File: config.mk
export PLATFORM = sky130hd
export DESIGN_NAME = pipe_hazard_ctrl_v2
export DESIGN_NICKNAME = d
export VERILOG_FILES = /design/src/rtl/pipe_ctrl_pkg.sv /design/src/rtl/pipe_hazard_ctrl_v2_fwd_select.sv /design/src/rtl/pipe_hazard_ctrl_v2.sv
export SDC_FILE = /design/constraint.sdc
export NUM_CORES = 1
export LEC_CHECK = 0
export ABC_AREA = 1
export BUFFER_PORTS_ARGS = -buffer_cell sky130_fd_sc_hd__buf_2
export CORE_AREA = 5 5 201 203
export CTS_CLUSTER_DIAMETER = 40
export DETAILED_ROUTE_END_ITERATION = 8
export DIE_AREA = 0 0 206 208
export PLACE_DENSITY = 0.53
export SYNTH_ARGS = -nofsm -noshare
export SYNTH_HDL_FRONTEND = slang
export SYNTH_SLANG_ARGS = --single-unit
File: constraint.sdc
create_clock -name clk -period 3.5 [get_ports clk]
set_input_delay 0.35 -clock clk [delete_from_list [all_inputs] [get_ports clk]]
set_output_delay 0.35 -clock clk [all_outputs]
set_load 0.01 [all_outputs]
File: src/rtl/pipe_ctrl_pkg.sv
// Shared types and defaults for the second-generation pipeline hazard controller.
package pipe_ctrl_pkg;

  localparam int XLEN_DEF = 32;
  localparam int RAW_DEF  = 5;

  typedef enum logic [1:0] {
    IDLE,
    DRAIN,
    FLUSH,
    REDIRECT
  } fence_state_e;

  typedef enum logic [1:0] {
    NONE,
    FENCE,
    EX,
    ID
  } redirect_src_e;

endpackage

File: src/rtl/pipe_hazard_ctrl_v2_fwd_select.sv
// Priority operand bypass: the youngest (lowest-index) producer writing rs wins.
module fwd_select #(
  parameter int NFWD = 2,
  parameter int XLEN = 32,
  parameter int RAW  = 5
) (
  input  logic [RAW-1:0]       rs_i,
  input  logic [XLEN-1:0]      rs_val_i,
  input  logic [NFWD-1:0]      fwd_valid_i,
  input  logic [NFWD-1:0]      fwd_wen_i,
  input  logic [NFWD*RAW-1:0]  fwd_rd_i,
  input  logic [NFWD*XLEN-1:0] fwd_val_i,
  output logic [XLEN-1:0]      op_o
);

  // NOTE: op_o gets a default before the loop so no path leaves it unassigned (no latch).
  always_comb begin
    op_o = rs_val_i;
    // Walk oldest to youngest so the youngest match overwrites older ones; x0 never forwards.
    for (int i = NFWD - 1; i >= 0; i--) begin
      if (rs_i != '0 && fwd_valid_i[i] && fwd_wen_i[i] &&
          fwd_rd_i[i*RAW +: RAW] == rs_i) begin
        op_o = fwd_val_i[i*XLEN +: XLEN];
      end
    end
  end

endmodule

File: src/rtl/pipe_hazard_ctrl_v2.sv
// Pipeline control: forwarding, load-use stall, redirects, registered BPU update, fence.i FSM.
// Define PIPE_HAZARD_CTRL_PERF_EN to add saturating stall/mispredict/fence counters.
module pipe_hazard_ctrl_v2
  import pipe_ctrl_pkg::*;
#(
  parameter int XLEN = XLEN_DEF,
  parameter int NFWD = 2,
  parameter int RAW  = RAW_DEF
) (
  input  logic                 clk,
  input  logic                 rst_n,
  input  logic                 id_valid,
  input  logic                 id_jal,
  input  logic                 id_pred_taken,
  input  logic [RAW-1:0]       id_rs1,
  input  logic [RAW-1:0]       id_rs2,
  input  logic [XLEN-1:0]      id_rs1_val,
  input  logic [XLEN-1:0]      id_rs2_val,
  input  logic [XLEN-1:0]      id_pc,
  input  logic [XLEN-1:0]      id_jal_pc,
  input  logic                 ex_valid,
  input  logic                 ex_ready,
  input  logic                 lsu_ready,
  input  logic                 ex_is_load,
  input  logic                 ex_branch,
  input  logic                 ex_jalr,
  input  logic                 ex_fence_i,
  input  logic                 ex_pred_taken,
  input  logic [XLEN-1:0]      ex_result,
  input  logic [XLEN-1:0]      ex_pc,
  input  logic [XLEN-1:0]      ex_branch_pc,
  input  logic [XLEN-1:0]      ex_pred_pc,
  input  logic [NFWD-1:0]      fwd_valid,
  input  logic [NFWD-1:0]      fwd_wen,
  input  logic [NFWD*RAW-1:0]  fwd_rd,
  input  logic [NFWD*XLEN-1:0] fwd_val,
  input  logic                 sb_empty,
  input  logic                 icache_flush_done,
  output logic [XLEN-1:0]      rs1_out,
  output logic [XLEN-1:0]      rs2_out,
  output logic                 stall_id,
  output logic                 flush_id,
  output logic                 flush_ex,
  output logic                 redirect_valid,
  output logic [XLEN-1:0]      redirect_pc,
  output logic                 bpu_upd_valid,
  output logic                 bpu_upd_taken,
  output logic [XLEN-1:0]      bpu_upd_pc,
  output logic [XLEN-1:0]      bpu_upd_target,
  output logic                 icache_flush_req,
`ifdef PIPE_HAZARD_CTRL_PERF_EN
  output logic [31:0]          perf_stall_cnt,
  output logic [31:0]          perf_mispred_cnt,
  output logic [31:0]          perf_fence_cnt,
`endif
  output logic                 fence_busy
);

  fence_state_e  state_q;
  logic [XLEN-1:0] fence_pc_q;
  logic          busy;
  logic          ex_fire, id_fire;
  logic          ex_err, id_err, load_use;
  logic [XLEN-1:0] ex_pc4, ex_target;
  redirect_src_e src;

  logic          bpu_valid_q, bpu_valid_d;
  logic          bpu_taken_q, bpu_taken_d;
  logic [XLEN-1:0] bpu_pc_q, bpu_pc_d;
  logic [XLEN-1:0] bpu_target_q, bpu_target_d;

  fwd_select #(.NFWD(NFWD), .XLEN(XLEN), .RAW(RAW)) u_fwd_rs1 (
    .rs_i(id_rs1), .rs_val_i(id_rs1_val), .fwd_valid_i(fwd_valid), .fwd_wen_i(fwd_wen),
    .fwd_rd_i(fwd_rd), .fwd_val_i(fwd_val), .op_o(rs1_out)
  );

  fwd_select #(.NFWD(NFWD), .XLEN(XLEN), .RAW(RAW)) u_fwd_rs2 (
    .rs_i(id_rs2), .rs_val_i(id_rs2_val), .fwd_valid_i(fwd_valid), .fwd_wen_i(fwd_wen),
    .fwd_rd_i(fwd_rd), .fwd_val_i(fwd_val), .op_o(rs2_out)
  );

  assign busy             = (state_q == DRAIN) || (state_q == FLUSH);
  assign fence_busy       = busy;
  assign icache_flush_req = (state_q == FLUSH);

  assign ex_fire   = ex_valid & lsu_ready;
  assign id_fire   = id_valid & ex_ready;
  assign ex_pc4    = ex_pc + XLEN'(4);
  assign ex_target = ex_jalr ? ex_result : (ex_result[0] ? ex_branch_pc : ex_pc4);

  assign ex_err = ex_fire & ((ex_jalr & (~ex_pred_taken | (ex_result != ex_pred_pc))) |
                             (ex_branch & (ex_pred_taken ^ ex_result[0])));
  assign id_err = id_fire & id_jal & ~id_pred_taken;

  // Only the EXU producer (index 0) can still be a load whose data is not yet available.
  assign load_use = id_valid & ex_valid & ex_is_load & (fwd_rd[RAW-1:0] != '0) &
                    ((fwd_rd[RAW-1:0] == id_rs1) | (fwd_rd[RAW-1:0] == id_rs2));

  always_comb begin
    src = NONE;
    if (state_q == REDIRECT)   src = FENCE;
    else if (ex_err && !busy)  src = EX;
    else if (id_err && !busy)  src = ID;
  end

  always_comb begin
    redirect_valid = (src != NONE);
    redirect_pc    = '0;
    flush_id       = 1'b0;
    flush_ex       = 1'b0;
    stall_id       = 1'b0;
    unique case (src)
      FENCE: begin redirect_pc = fence_pc_q; flush_id = 1'b1; flush_ex = 1'b1; end
      EX:    begin redirect_pc = ex_target;  flush_id = 1'b1; flush_ex = 1'b1; end
      ID:    begin redirect_pc = id_jal_pc;  flush_id = 1'b1; end
      NONE:  ;
    endcase
    // A redirect that already flushes EX makes the load-use bubble pointless.
    if (busy || (load_use && src != EX && src != FENCE)) begin
      stall_id = 1'b1;
      flush_ex = 1'b1;
    end
  end

  // NOTE: sequential state uses non-blocking assignments so every register samples pre-edge values.
  always_ff @(posedge clk) begin
    if (!rst_n) begin
      state_q <= IDLE;
    end else begin
      unique case (state_q)
        IDLE:     if (ex_fire && ex_fence_i) state_q <= DRAIN;
        DRAIN:    if (sb_empty)              state_q <= FLUSH;
        FLUSH:    if (icache_flush_done)     state_q <= REDIRECT;
        REDIRECT:                            state_q <= IDLE;
      endcase
    end
  end

  // NOTE: the fence return pc is pure data qualified by state_q, so it carries no reset.
  always_ff @(posedge clk) begin
    if (state_q == IDLE && ex_fire && ex_fence_i) fence_pc_q <= ex_pc4;
  end

  always_comb begin
    bpu_valid_d  = 1'b0;
    bpu_taken_d  = 1'b0;
    bpu_pc_d     = bpu_pc_q;
    bpu_target_d = bpu_target_q;
    if (ex_fire && (ex_branch || ex_jalr)) begin
      bpu_valid_d  = 1'b1;
      bpu_taken_d  = ex_branch ? ex_result[0] : 1'b1;
      bpu_pc_d     = ex_pc;
      bpu_target_d = ex_target;
    end else if (id_fire && id_jal) begin
      bpu_valid_d  = 1'b1;
      bpu_taken_d  = 1'b1;
      bpu_pc_d     = id_pc;
      bpu_target_d = id_jal_pc;
    end
  end

  always_ff @(posedge clk) begin
    if (!rst_n) begin
      bpu_valid_q  <= 1'b0;
      bpu_taken_q  <= 1'b0;
      bpu_pc_q     <= '0;
      bpu_target_q <= '0;
    end else begin
      bpu_valid_q  <= bpu_valid_d;
      bpu_taken_q  <= bpu_taken_d;
      bpu_pc_q     <= bpu_pc_d;
      bpu_target_q <= bpu_target_d;
    end
  end

  assign bpu_upd_valid  = bpu_valid_q;
  assign bpu_upd_taken  = bpu_taken_q;
  assign bpu_upd_pc     = bpu_pc_q;
  assign bpu_upd_target = bpu_target_q;

`ifdef PIPE_HAZARD_CTRL_PERF_EN
  logic [31:0] stall_cnt_q, mispred_cnt_q, fence_cnt_q;

  always_ff @(posedge clk) begin
    if (!rst_n) begin
      stall_cnt_q   <= '0;
      mispred_cnt_q <= '0;
      fence_cnt_q   <= '0;
    end else begin
      if (stall_id && stall_cnt_q != '1)                      stall_cnt_q   <= stall_cnt_q + 32'd1;
      if ((src == EX || src == ID) && mispred_cnt_q != '1)    mispred_cnt_q <= mispred_cnt_q + 32'd1;
      if (state_q == REDIRECT && fence_cnt_q != '1)           fence_cnt_q   <= fence_cnt_q + 32'd1;
    end
  end

  assign perf_stall_cnt   = stall_cnt_q;
  assign perf_mispred_cnt = mispred_cnt_q;
  assign perf_fence_cnt   = fence_cnt_q;
`endif

endmodule

Word level (Yosys, flattened, before mapping)
Index checks and enable logic that the tools add are counted.
{ "word_totals": {"latchBits": 0, "input_bits": 359, "mem_count": 0, "reg_bits": 100, "output_inout_bits": 168, "wordCells": 100, "ramBits": 0, "rom_bits": 0} }
{ "op_classes": {"n_mul": 0, "shift": 0, "bitwise": 17, "eq_ne": 16, "div_mod_pow": 0, "addsub": 1, "muxes": 26, "n_reduce_logical": 34, "n_lt_le_gt_ge": 0} }
{ "ops": {"columns": ["cell", "n"], "rows": [
  ["32-bit 2-to-1 mux", 10],
  ["32-bit one-hot mux with 3 select lines", 1],
  ["32-bit by 3-bit adder with 32-bit output (second input constant)", 1],
  ["32-bit != test", 1],
  ["1-bit logical AND", 21],
  ["5-bit == test", 4],
  ["5-bit nonzero test", 3],
  ["2-bit 2-to-1 mux", 6],
  ["1-bit bitwise AND", 11],
  ["2-bit == test (second input constant)", 4],
  ["1-bit 2-to-1 mux", 8],
  ["2-bit != test (second input constant)", 4],
  ["2-bit one-hot mux with 4 select lines", 1],
  ["2-bit by 1-bit == test with 1-bit output (second input constant)", 2],
  ["2-bit nonzero test", 2],
  ["1-bit logical OR", 3],
  ["1-bit OR", 3],
  ["3-bit AND reduction", 1],
  ["3-bit OR reduction", 1],
  ["2-bit zero test", 1],
  ["2-bit by 1-bit != test with 1-bit output (second input constant)", 1],
  ["1-bit NOT", 2],
  ["2-bit OR reduction", 1],
  ["1-bit zero test", 1],
  ["1-bit XOR", 1]
]} }

Logic depth before layout (Yosys ltp)
Gate-level depths: netlist (run 1).
{ "logic_depth": {"ltp_word": 13, "depth_mapped": 18, "depth_no_buf": 17} }

Modules after synthesis
Synthesis (run 1) repeated with hierarchy kept, for this count alone.
{ "unflattened": {"hier_cells": 1699, "hier_area_um2": 10013.4} }
{ "by_module_without_submodules": {"columns": ["module", "seq_area_each_um2", "cells_each", "area_each_um2", "n_inst"], "rows": [
  ["pipe_hazard_ctrl_v2", 2322.2, 1105, 7193.1, 1],
  ["fwd_select", 0.0, 297, 1410.1, 2]
]} }

Least setup slack after synthesis (run 1)
No wires, ideal clock.
{ "synth_timing": {"kind": "register to register", "from": "reg state_q[0]", "to": "reg fence_pc_q[0], enable pin", "synth_period_minus_slack_ns": 2.425, "setup_slack_ns": 1.075, "arrival_ns": 2.003, "stages_incl_launch_ff": 5, "setup_time_ns": 0.422, "n_path_buf": 0, "required_time_ns": 3.078, "cell_sequence": "dfxtp_1 -> inv_1 -> ha_1 -> nand2_1 -> nor2_1"} }
{ "synth_between": {"elab_chain_len": 3} }
{ "synth_lines": {"columns": ["element", "line_no", "rtl"], "rows": [
  ["from (decl)", "pipe_hazard_ctrl_v2.sv:59", "fence_state_e state_q;"],
  ["from (signal assigned)", "pipe_hazard_ctrl_v2.sv:128", "state_q <= IDLE;"],
  ["from (signal assigned)", "pipe_hazard_ctrl_v2.sv:131", "IDLE: if (ex_fire && ex_fence_i) state_q <= DRAIN;"],
  ["from (signal assigned)", "pipe_hazard_ctrl_v2.sv:132", "DRAIN: if (sb_empty) state_q <= FLUSH;"],
  ["2-bit zero test", "pipe_hazard_ctrl_v2.sv:141", "if (state_q == IDLE && ex_fire && ex_fence_i) fence_pc_q <= ex_pc4;"],
  ["1-bit logical AND (2 in series)", "pipe_hazard_ctrl_v2.sv:141", null],
  ["to (signal assigned)", "pipe_hazard_ctrl_v2.sv:141", null],
  ["to (decl)", "pipe_hazard_ctrl_v2.sv:60", "logic [XLEN-1:0] fence_pc_q;"]
]} }
No other way between the ends.
A chain may end at the register's enable or synchronous reset.

Worst setup path after layout (run 1)
{ "layout_timing": {"from": "reg state_q[0]", "to": "out redirect_pc[20]"} }
{ "layout_between": {"elab_chain_len": 9, "word_cells_on_any_way": 14, "classes_between": "eq/ne: 6; mux: 4; reduce/logical: 4"} }
{ "layout_lines": {"columns": ["element", "line_no", "rtl"], "rows": [
  ["2-bit by 1-bit == test with 1-bit output / 2-bit == test (equally long branches)", "pipe_hazard_ctrl_v2.sv:82", "assign busy = (state_q == DRAIN) || (state_q == FLUSH);"],
  ["1-bit logical OR", "pipe_hazard_ctrl_v2.sv:82", null],
  ["1-bit zero test", "pipe_hazard_ctrl_v2.sv:102, pipe_hazard_ctrl_v2.sv:103", null],
  ["1-bit logical AND", "pipe_hazard_ctrl_v2.sv:103", "else if (id_err && !busy) src = ID;"],
  ["2-bit 2-to-1 mux", "pipe_hazard_ctrl_v2.sv:103", null],
  ["2-bit 2-to-1 mux", "pipe_hazard_ctrl_v2.sv:102", "else if (ex_err && !busy) src = EX;"],
  ["2-bit 2-to-1 mux (*)", "pipe_hazard_ctrl_v2.sv:101", "if (state_q == REDIRECT) src = FENCE;"],
  ["2-bit == test / 2-bit by 1-bit == test with 1-bit output (equally long branches)", "pipe_hazard_ctrl_v2.sv:112", "unique case (src)"],
  ["32-bit one-hot mux with 3 select lines (*)", "pipe_hazard_ctrl_v2.sv:112", null],
  ["to (decl)", "pipe_hazard_ctrl_v2.sv:45", "output logic [XLEN-1:0] redirect_pc,"]
]} }
Mark *: on every way between the ends. The rest lies on a longest branch, timed or not.

==> key figures, run 1 <==
Floorplan
  – Die H: 208 um
  – Starting Density: 22.7%
  – I/O pin total: 527
  – Row count: 72
  – DIE WIDTH: 206 um
  – Die area: 0.0428 mm2
  – Core Box Area: 0.0383 mm2

Global routing
  – All-layer global routing usage: 23.8%
  – GR Overflow Total: 0
  – Pin count of the biggest net entering global routing: 65
  – First-pass GRT wire length: 76,500 um
  – Initial antenna violation count: 19
  – Vias in the first global route: 11,500

Routing
  – Antenna Violating Nets Remaining: 0
  – Vias: 11,600
  – Wire per inst: 22.1 um
  – Residual DRC: 0
  – Pre-Repair DR Iteration Count: 5
  – DRT Wirelength: 53,700 um
  – DR iter-0 viols: 993
  – Vias/cell: 4.81

Power and ir drop
  – Power consumption: 3.82 mW
  – Internal power component: 2.32 mW
  – Sequential share of power: 34.8%
  – Peak VDD IR: 0.209 mV
  – Leakage: 6.57 nW
  – Clk pwr share: 27.0%
  – Power share of the combinational group: 38.2%
  – Sw Ratio: 39.3%
  – Pwr dens: 313 mW/mm2
  – Psw: 1.50 mW

Critical path
  – CP max stage delay: 0.66 ns
  – CP startpoint kind: flop
  – Crit-path cells: inv_1, ha_1, nor2_1, nand2_2, nor2_4, nand2_1, nand3_1, nand2_1, inv_1, buf_2
  – RR Startpoint: state_q[1]
  – Reg2reg end: fence_pc_q[27]
  – CP Max Fanout: 33
  – Reg2reg setup slack: 1.60 ns
  – Worst EP arrival: 2.81 ns
  – CP Capture Type: primary output
  – CP max-delay cell: nor2_4
  – Reg2Reg Depth: 4
  – Crit Path Category: flop to primary output
  – WP data required: 3.15 ns

STA
  – Max-slew violation count: 0
  – Worst Skew: 0.00631 ns
  – RSZ-0062 raised after global routing: false
  – Crit path time final: 3.16 ns
  – Worst-Margin Slew: 1.12 ns
  – Rel. slew slack: 25.4%
  – Setup TNS: 0 ns
  – Final period utilization: 90.3%
  – WHS: 0.178 ns
  – Maximum clock rate: 316 MHz
  – # setup viols final: 0
  – Hold Vio Cnt, Final: 0

Synth
  – Cell area after synthesis: 0.00869 mm2
  – Yosys warning count: 0
  – Syn Area/Cell: 6.13 um2
  – Distinct cells, synth: 54
  – Post-synth top flop: dfxtp_1
  – Top cells by area, synth: nand2_1, dfxtp_1, edfxtp_1, inv_1, nand3_1
  – Synthesized flop and latch total: 100
  – Seq/Total Area, Yosys: 26.7%
  – FFs w/ async S/R, synth: 0%
  – Post-Syn Instances: 1,417
  – Synth area leader: nand2_1
  – Area share of the largest cell type after synthesis: 20.1%
  – Post-synth EDFFs: 32
  – Synth Net Count: 1,783

Final layout
  – # nets final: 2,262
  – Final std cells w/o fill: 2,424
  – Share of layout cells above drive strength 1: 32.4%
  – Syn-to-layout area delta: 40.3%
  – Finished layout cell area: 0.0122 mm2

Clocking
  – CTS root buf: clkbuf_16
  – Cts repair resizes: 0
  – TritonCTS clock tree: built
  – Setup Fix Bufs, Post-CTS: 0
  – Clk buf depth: 2
  – CTS Hold Bufs: 0
  – # clock sinks: 100
  – Total CTS buffers: 9
  – Clock slew at reported path FFs: 0.08 ns
  – Clk_lat worst skew: 0.36 ns
  – Htree depth: 3

Worst hold path
  – Hold_sp: ex_pc[1]
  – WHS Path Cells: 1
  – Hold WC Path Type: input port to flop
  – Worst Hold Path EP: fence_pc_q[1]

Placed design
  – Port Buffers: 526
  – Area after DPL: 0.0119 mm2
  – RePlAce Congestion: 0.958
  – Post-detail-place hpwl: 45,500 um
  – Dpl cells: 2,403

Flow run
  – Max-Cap Viols: 0

Outcome
  – Status: complete, no violations
worst max-delay path by stage:
stage,slack (ns),cells past startpoint,startpoint,to
after global placement,0.42,15,ex_pc[2],redirect_pc[16]
after detailed placement,0.43,15,ex_pc[2],redirect_pc[16]
after CTS,0.25,10,state_q[0],redirect_pc[7]
after global routing,0.08,10,state_q[0],redirect_pc[30]
after floorplan,1.07,4,state_q[0],fence_pc_q[0]
final,0.34,10,state_q[0],redirect_pc[20]
cell families after synthesis:
group / share of synthesized area [%]
compound gates: 17.0
xor+xnor: 5.11
fa+ha+maj: 1.01
buf+inv: 14.1
flops: 26.7
simple gates: 36.1
registers in the layout, summed over array words and instances (netlist names):
name and flops:
bpu_upd_taken 1, bpu_upd_valid 1, bpu_upd_pc 32, fence_pc_q 32, state_q 2, bpu_upd_target 32
routing by layer:
layer	vias to the layer above	wire [um]	global-route usage (%)
li1	5564	-	-
met1	5391	21200	28.4
met2	577	26200	42.0
met3	90	4710	6.45
met4	26	1380	6.29
met5	-	165	0
per-stage QoR:
stage / setup WS [ns] / utilization [%]
final: 0.338 / 31.8
after global routing: 0.0808 / 31.8
after CTS: 0.247 / 31.8
after detailed placement: 0.435 / 31.1
after global placement: 0.422 / 31.1
after floorplan: 1.07 / -
cells in the mapped netlist (2+ instances only):
| library cell | instances |
|---|---|
| o21bai_1 | 2 |
| inv_1 | 212 |
| a22oi_1 | 10 |
| nor3_2 | 4 |
| nand3_2 | 2 |
| ha_1 | 7 |
| nor2_4 | 3 |
| a31oi_1 | 32 |
| clkinv_1 | 3 |
| o22ai_1 | 6 |
| o221ai_1 | 2 |
| dfxtp_1 | 68 |
| nand3_1 | 97 |
| xor2_1 | 27 |
| o21ai_1 | 33 |
| nor2_1 | 67 |
| nand4_1 | 45 |
| nand2_2 | 6 |
| xnor2_1 | 20 |
| o211ai_1 | 52 |
| clkbuf_1 | 41 |
| nor2_2 | 2 |
| buf_1 | 12 |
| a211oi_1 | 34 |
| a21oi_1 | 39 |
| edfxtp_1 | 32 |
| buf_4 | 5 |
| nor3_1 | 11 |
| nor3_4 | 2 |
| o21ai_0 | 18 |
| buf_2 | 27 |
| inv_2 | 10 |
| nand2_1 | 465 |
cell type report:
| type | instances | area, um2 |
|---|---|---|
| Fill cell | 4358 | 26100 |
| Multi-Input combinational cell | 1006 | 5210 |
| Timing Repair Buffer | 553 | 2860 |
| Sequential cell | 100 | 2320 |
| Inverter | 226 | 851 |
| Tap cell | 518 | 648 |
| Clock buffer | 11 | 243 |
| Clock inverter | 5 | 41.3 |
| Antenna cell | 5 | 12.5 |
layout by cell type, fill, tap and decap left out, drive strengths merged:
master   Yosys  layout
edfxtp      32      32
xnor2       21      21
diode        0       5
a211oi      34      34
nor2        73      73
or2          3       3
inv        223     228
clkinv       3       3
nand4       46      46
nand3b       2       2
and3         1       1
a22oi       10      10
clkbuf      41      11
o221ai       2       2
a21oi       39      39
a31oi       32      32
buf         44     553
ha           7       7
xor2        28      28
nor3        17      17
o21ai       51      51
o21bai       2       2
and2         1       1
nand2      472     472
nor3b        1       1
nor4         1       1
dfxtp       68      68
a21boi       1       1
o2111ai      1       1
o22ai        6       6
o211ai      52      52
nor4b        1       1
nand3      100     100
a311oi       1       1
a221o        1       1
power groups by stage:
stage / logic [mW] / registers (mW) / clock network (mW)
after floorplan: 0.702 / 1.36 / 0
after global placement: 1.46 / 1.35 / 0
after detailed placement: 1.47 / 1.36 / 0
after CTS: 1.48 / 1.33 / 1.07
after global routing: 1.59 / 1.34 / 1.12
final: 1.46 / 1.33 / 1.03
critical path, delay by kind of cell, from the launching register on:
kind,cells,cell delay [ns]
AND/OR/NAND/NOR,6,1.35
flip-flops,1,0.39
adder cells (fa/ha/maj),1,0.39
buffers and inverters,3,0.28
Note: power is estimated with default switching activity, not from simulation.
==> inputs of run 2 (changes only) <==
--- a/config.mk
+++ b/config.mk
@@ -12,5 +12,5 @@
 export DETAILED_ROUTE_END_ITERATION = 8
 export DIE_AREA = 0 0 206 208
-export PLACE_DENSITY = 0.53
+export PLACE_DENSITY = 0.56
 export SYNTH_ARGS = -nofsm -noshare
 export SYNTH_HDL_FRONTEND = slang
==> constraint.sdc (replaced) <==
create_clock -name clk -period 3.5 [get_ports clk]
set_input_delay 0.35 -clock clk [delete_from_list [all_inputs] [get_ports clk]]
set_output_delay 0.35 -clock clk [all_outputs]
set_load 0.005 [all_outputs]
==> run 2 against run 1 <==
  * Maximum frequency fell by 2.1%
  * Sequential share of layout area shrank 0.057 points
  * Via count fell by 0.87%
  * Hold slack got worse by 0.0060 ns
  * Combinational power is 3% lower
  * Worst setup slack worse by 0.067 ns
  * Register-to-register slack better by 0.03 ns
  * Power decreased by 0.19%
  * First-iteration DRC count down 0.70%
  * Sequential power hardly changed
  * Utilization increased by 0.095 points
  * Critical path depth stayed put
==> key figures, run 2 (synthesized netlist as in run 1, its figures left out) <==
Power and ir drop
  – Clk pwr share: 28.2%
  – Peak VDD IR: 0.211 mV
  – Power consumption: 3.81 mW
  – Sw Ratio: 37.9%
  – Power share of the combinational group: 37.0%
  – Pwr dens: 312 mW/mm2
  – Psw: 1.44 mW
  – Leakage: 6.58 nW
  – Internal power component: 2.37 mW
  – Sequential share of power: 34.8%

STA
  – Worst Skew: 0.00754 ns
  – Rel. slew slack: 37.4%
  – Final period utilization: 92.3%
  – Maximum clock rate: 310 MHz
  – Worst-Margin Slew: 0.937 ns
  – Setup ws final: 0.271 ns
  – Max-slew violation count: 0
  – WHS: 0.172 ns
  – Setup TNS: 0 ns
  – # setup viols final: 0
  – Crit path time final: 3.23 ns
  – Hold Vio Cnt, Final: 0
  – RSZ-0062 raised after global routing: false

Critical path
  – CP max stage delay: 0.76 ns
  – WP buf/inv: 3
  – CP startpoint kind: flop
  – Worst EP arrival: 2.88 ns
  – Critical path's top delay family: simple AND/OR/NAND/NOR gates
  – CP Max Fanout: 33
  – CP max-delay cell: nor2_4
  – WP data required: 3.15 ns
  – Crit Path Category: flop to primary output
  – CP Capture Type: primary output
  – Crit-path cells: inv_1, ha_1, nor2_1, nand2_2, nor2_4, nand2_1, nand3_1, nand2_1, inv_1, buf_2

Global routing
  – All-layer global routing usage: 24.1%
  – Initial antenna violation count: 15
  – Pin count of the biggest net entering global routing: 67
  – GR Overflow Total: 0
  – First-pass GRT wire length: 77,300 um
  – Vias in the first global route: 11,500

Outcome
  – Status: complete, no violations

Floorplan
  – I/O pin total: 527
  – Die H: 208 um
  – Die area: 0.0428 mm2
  – DIE WIDTH: 206 um
  – Core Box Area: 0.0383 mm2
  – Starting Density: 22.7%
  – Row count: 72

Final layout
  – Share of layout cells above drive strength 1: 32.3%
  – Commonest non-fill, non-tap cell in the layout: buf_2
  – # nets final: 2,260
  – Filler cells: 4,350
  – Most frequent cells in the layout: buf_2, nand2_1, inv_1
  – Syn-to-layout area delta: 40.8%

Placed design
  – Post-detail-place hpwl: 45,700 um
  – Port Buffers: 526
  – Setup WS pre-CTS: 0.470 ns
  – RePlAce Congestion: 0.962

Clocking
  – Clock slew at reported path FFs: 0.08 ns
  – Setup Fix Bufs, Post-CTS: 0
  – Clk_lat worst skew: 0.37 ns
  – Htree depth: 3
  – CTS Hold Bufs: 0
  – Cts repair resizes: 0
  – # clock sinks: 100
  – TritonCTS clock tree: built
  – CTS root buf: clkbuf_16
  – Total CTS buffers: 9
  – Clk buf depth: 2

Routing
  – DRT Wirelength: 54,400 um
  – Vias/cell: 4.77
  – Pre-Repair DR Iteration Count: 5
  – DR iter-0 viols: 986
  – Antenna Violating Nets Remaining: 0
  – Residual DRC: 0
  – Wire per inst: 22.5 um
  – Vias: 11,500

Worst hold path
  – Hold WC Path Type: input port to flop

Flow run
  – Max-Cap Viols: 0
## run 2: area by class of cell
type / count / area [um2] / area share, %
Antenna cell: 5 / 12.5 / 0.102
Sequential cell: 100 / 2320 / 19.0
Clock buffer: 10 / 229 / 1.87
Inverter: 226 / 851 / 6.96
Multi-Input combinational cell: 1006 / 5210 / 42.6
Tap cell: 518 / 648 / 5.30
Clock inverter: 6 / 68.8 / 0.563
Timing Repair Buffer: 551 / 2880 / 23.6
## run 2: per-stage QoR
stage,util (%),instance area (um2),std cells
final,31.9,12200,2422
after global routing,31.9,12200,2420
after CTS,31.9,12200,2417
after detailed placement,31.1,11900,2401
after global placement,31.1,11900,2401
after floorplan,-,8690,1417
## run 2: worst paths after layout
kind                          start           endpoint  slack (ns)  cells past startpoint
setup / recovery         state_q[0]     redirect_pc[5]        0.27                     10
hold / removal             ex_pc[1]      fence_pc_q[1]        0.17                      1
hold reg to reg   bpu_upd_target[2]  bpu_upd_target[2]        0.48                      2
setup reg to reg         state_q[0]     fence_pc_q[17]        1.63                      4
## run 2: power by group through the flow
| stage | registers (mW) | logic [mW] | clock network, mW |
|---|---|---|---|
| after global placement | 1.35 | 1.41 | 0 |
| after floorplan | 1.35 | 0.660 | 0 |
| after CTS | 1.33 | 1.42 | 1.11 |
| final | 1.33 | 1.41 | 1.08 |
| after detailed placement | 1.35 | 1.42 | 0 |
| after global routing | 1.33 | 1.54 | 1.14 |
## run 2: routing by layer
layer  vias to the layer above  track usage [%]  part of all wire (%)
li1                       5561                -                     -
met1                      5365             28.1                    39
met2                       534             42.9                    49
met3                        67             7.30                   9.2
met4                        20             6.01                   2.3
met5                         -                0                  0.24
==> inputs of run 3 (changes only) <==
==> constraint.sdc (replaced) <==
create_clock -name clk -period 3.5 [get_ports clk]
set_input_delay 0.35 -clock clk [delete_from_list [all_inputs] [get_ports clk]]
set_output_delay 0.35 -clock clk [all_outputs]
set_load 0.02 [all_outputs]
==> run 3 against run 2 <==
  * Hold slack improved by 0.011 ns
  * Largest power group unchanged
  * Clock skew shrank 0.0015 ns
  * Cell count stayed put
  * Register-to-register slack about the same
  * Flip-flop and latch count unchanged
==> key figures, run 3 (synthesized netlist as in run 1, its figures left out) <==
Placed design
  – Post-detail-place hpwl: 45,100 um
  – Dpl cells: 2,402
  – Port Buffers: 526
  – RePlAce Congestion: 0.978

Clocking
  – Cts repair resizes: 0
  – CTS root buf: clkbuf_16
  – Clk_lat worst skew: 0.37 ns
  – Clock slew at reported path FFs: 0.08 ns
  – Htree depth: 3
  – TritonCTS clock tree: built
  – Clk buf depth: 2
  – # clock sinks: 100
  – Setup Fix Bufs, Post-CTS: 0
  – Total CTS buffers: 9
  – CTS Hold Bufs: 0

Final layout
  – Share of layout cells above drive strength 1: 32.4%
  – Syn-to-layout area delta: 40.7%
  – Final Util: 31.9%
  – Most frequent cells in the layout: buf_2, nand2_1, inv_1
  – Final std cells w/o fill: 2,422
  – Commonest non-fill, non-tap cell in the layout: buf_2
  – # nets final: 2,261
  – Filler cells: 4,421

Power and ir drop
  – Leakage: 6.58 nW
  – Peak VDD IR: 0.234 mV
  – Pwr dens: 321 mW/mm2

STA
  – Worst Skew: 0.00606 ns
  – RSZ-0062 raised after global routing: false
  – Rel. slew slack: 35.4%
  – Worst-Margin Slew: 0.966 ns
  – # setup viols final: 0
  – Setup TNS: 0 ns
  – Maximum clock rate: 307 MHz
  – Final period utilization: 93.1%
  – Crit path time final: 3.26 ns
  – Hold Vio Cnt, Final: 0
  – Max-slew violation count: 0

Floorplan
  – I/O pin total: 527
  – DIE WIDTH: 206 um
  – Row count: 72
  – Die area: 0.0428 mm2
  – Starting Density: 22.7%
  – Die H: 208 um
  – Core Box Area: 0.0383 mm2

Global routing
  – All-layer global routing usage: 23.8%
  – GR Overflow Total: 0
  – Initial antenna violation count: 16
  – Pin count of the biggest net entering global routing: 67
  – First-pass GRT wire length: 76,300 um
  – Vias in the first global route: 11,500

Worst hold path
  – Hold WC Path Type: input port to flop

Outcome
  – Status: complete, no violations

Routing
  – DR iter-0 viols: 870
  – Wire per inst: 22.3 um
  – Vias: 11,700
  – Vias/cell: 4.81
  – DRT Wirelength: 54,100 um
  – Antenna Violating Nets Remaining: 0
  – Pre-Repair DR Iteration Count: 5
  – Residual DRC: 0

Critical path
  – CP Capture Type: primary output
  – CP max-delay cell: nor2_4
  – Crit Path Category: flop to primary output
  – Worst EP arrival: 2.91 ns
  – CP max stage delay: 0.75 ns
  – WP buf/inv: 3
  – CP Max Fanout: 33
  – Critical path's top delay family: simple AND/OR/NAND/NOR gates
  – WP data required: 3.15 ns
  – Crit-path cells: inv_1, ha_1, nor2_1, nand2_2, nor2_4, nand2_1, nand3_1, nand2_1, inv_1, buf_2
  – CP startpoint kind: flop

Flow run
  – Max-Cap Viols: 0
[run 3: path summary, 6_finish.rpt]
check	start	end	slack, ns	cells after the start
worst min register to register	bpu_upd_target[4]	bpu_upd_target[4]	0.48	2
worst min-delay path	ex_pc[1]	fence_pc_q[1]	0.18	1
worst max register to register	state_q[0]	fence_pc_q[22]	1.62	4
worst max-delay path	state_q[0]	redirect_pc[19]	0.24	10
[run 3: area by class of cell]
cell class                 instances  area (um2)  area share, %
multi-input combinational       1006        5210           42.7
timing repair buffer             552        2890           23.7
sequential                       100        2320           19.0
inverter                         226         851           6.96
tap                              518         648           5.30
clock buffer                       9         225           1.84
clock inverter                     7        58.8          0.481
antenna                            4        10.0         0.0819
[run 3: power by group]
part / leakage [nW] / total [mW] / switching, mW / internal (mW)
Clock: 0.144 / 1.03 / 0.530 / 0.497
Sequential: 0.848 / 1.33 / 0.0437 / 1.28
Combinational: 5.59 / 1.57 / 1.05 / 0.521
[run 3: metal layers]
metal | routed length, um | GRT usage [%]
met1 | 21200 | 28.0
met4 | 2760 | 11.4
met5 | 146 | 0
met3 | 5070 | 7.32
met2 | 24900 | 39.4
[run 3: per-stage QoR]
stage / power [mW] / area [um2] / hold WS (ns) / setup WS (ns)
after global routing: 4.13 / 12200 / 0.166 / 0.0961
after CTS: 3.97 / 12200 / 0.160 / 0.244
after floorplan: 2.18 / 8690 / 0.449 / 1.07
after global placement: 2.92 / 11900 / 0.469 / 0.373
after detailed placement: 2.93 / 11900 / 0.475 / 0.434
final: 3.92 / 12200 / 0.183 / 0.242
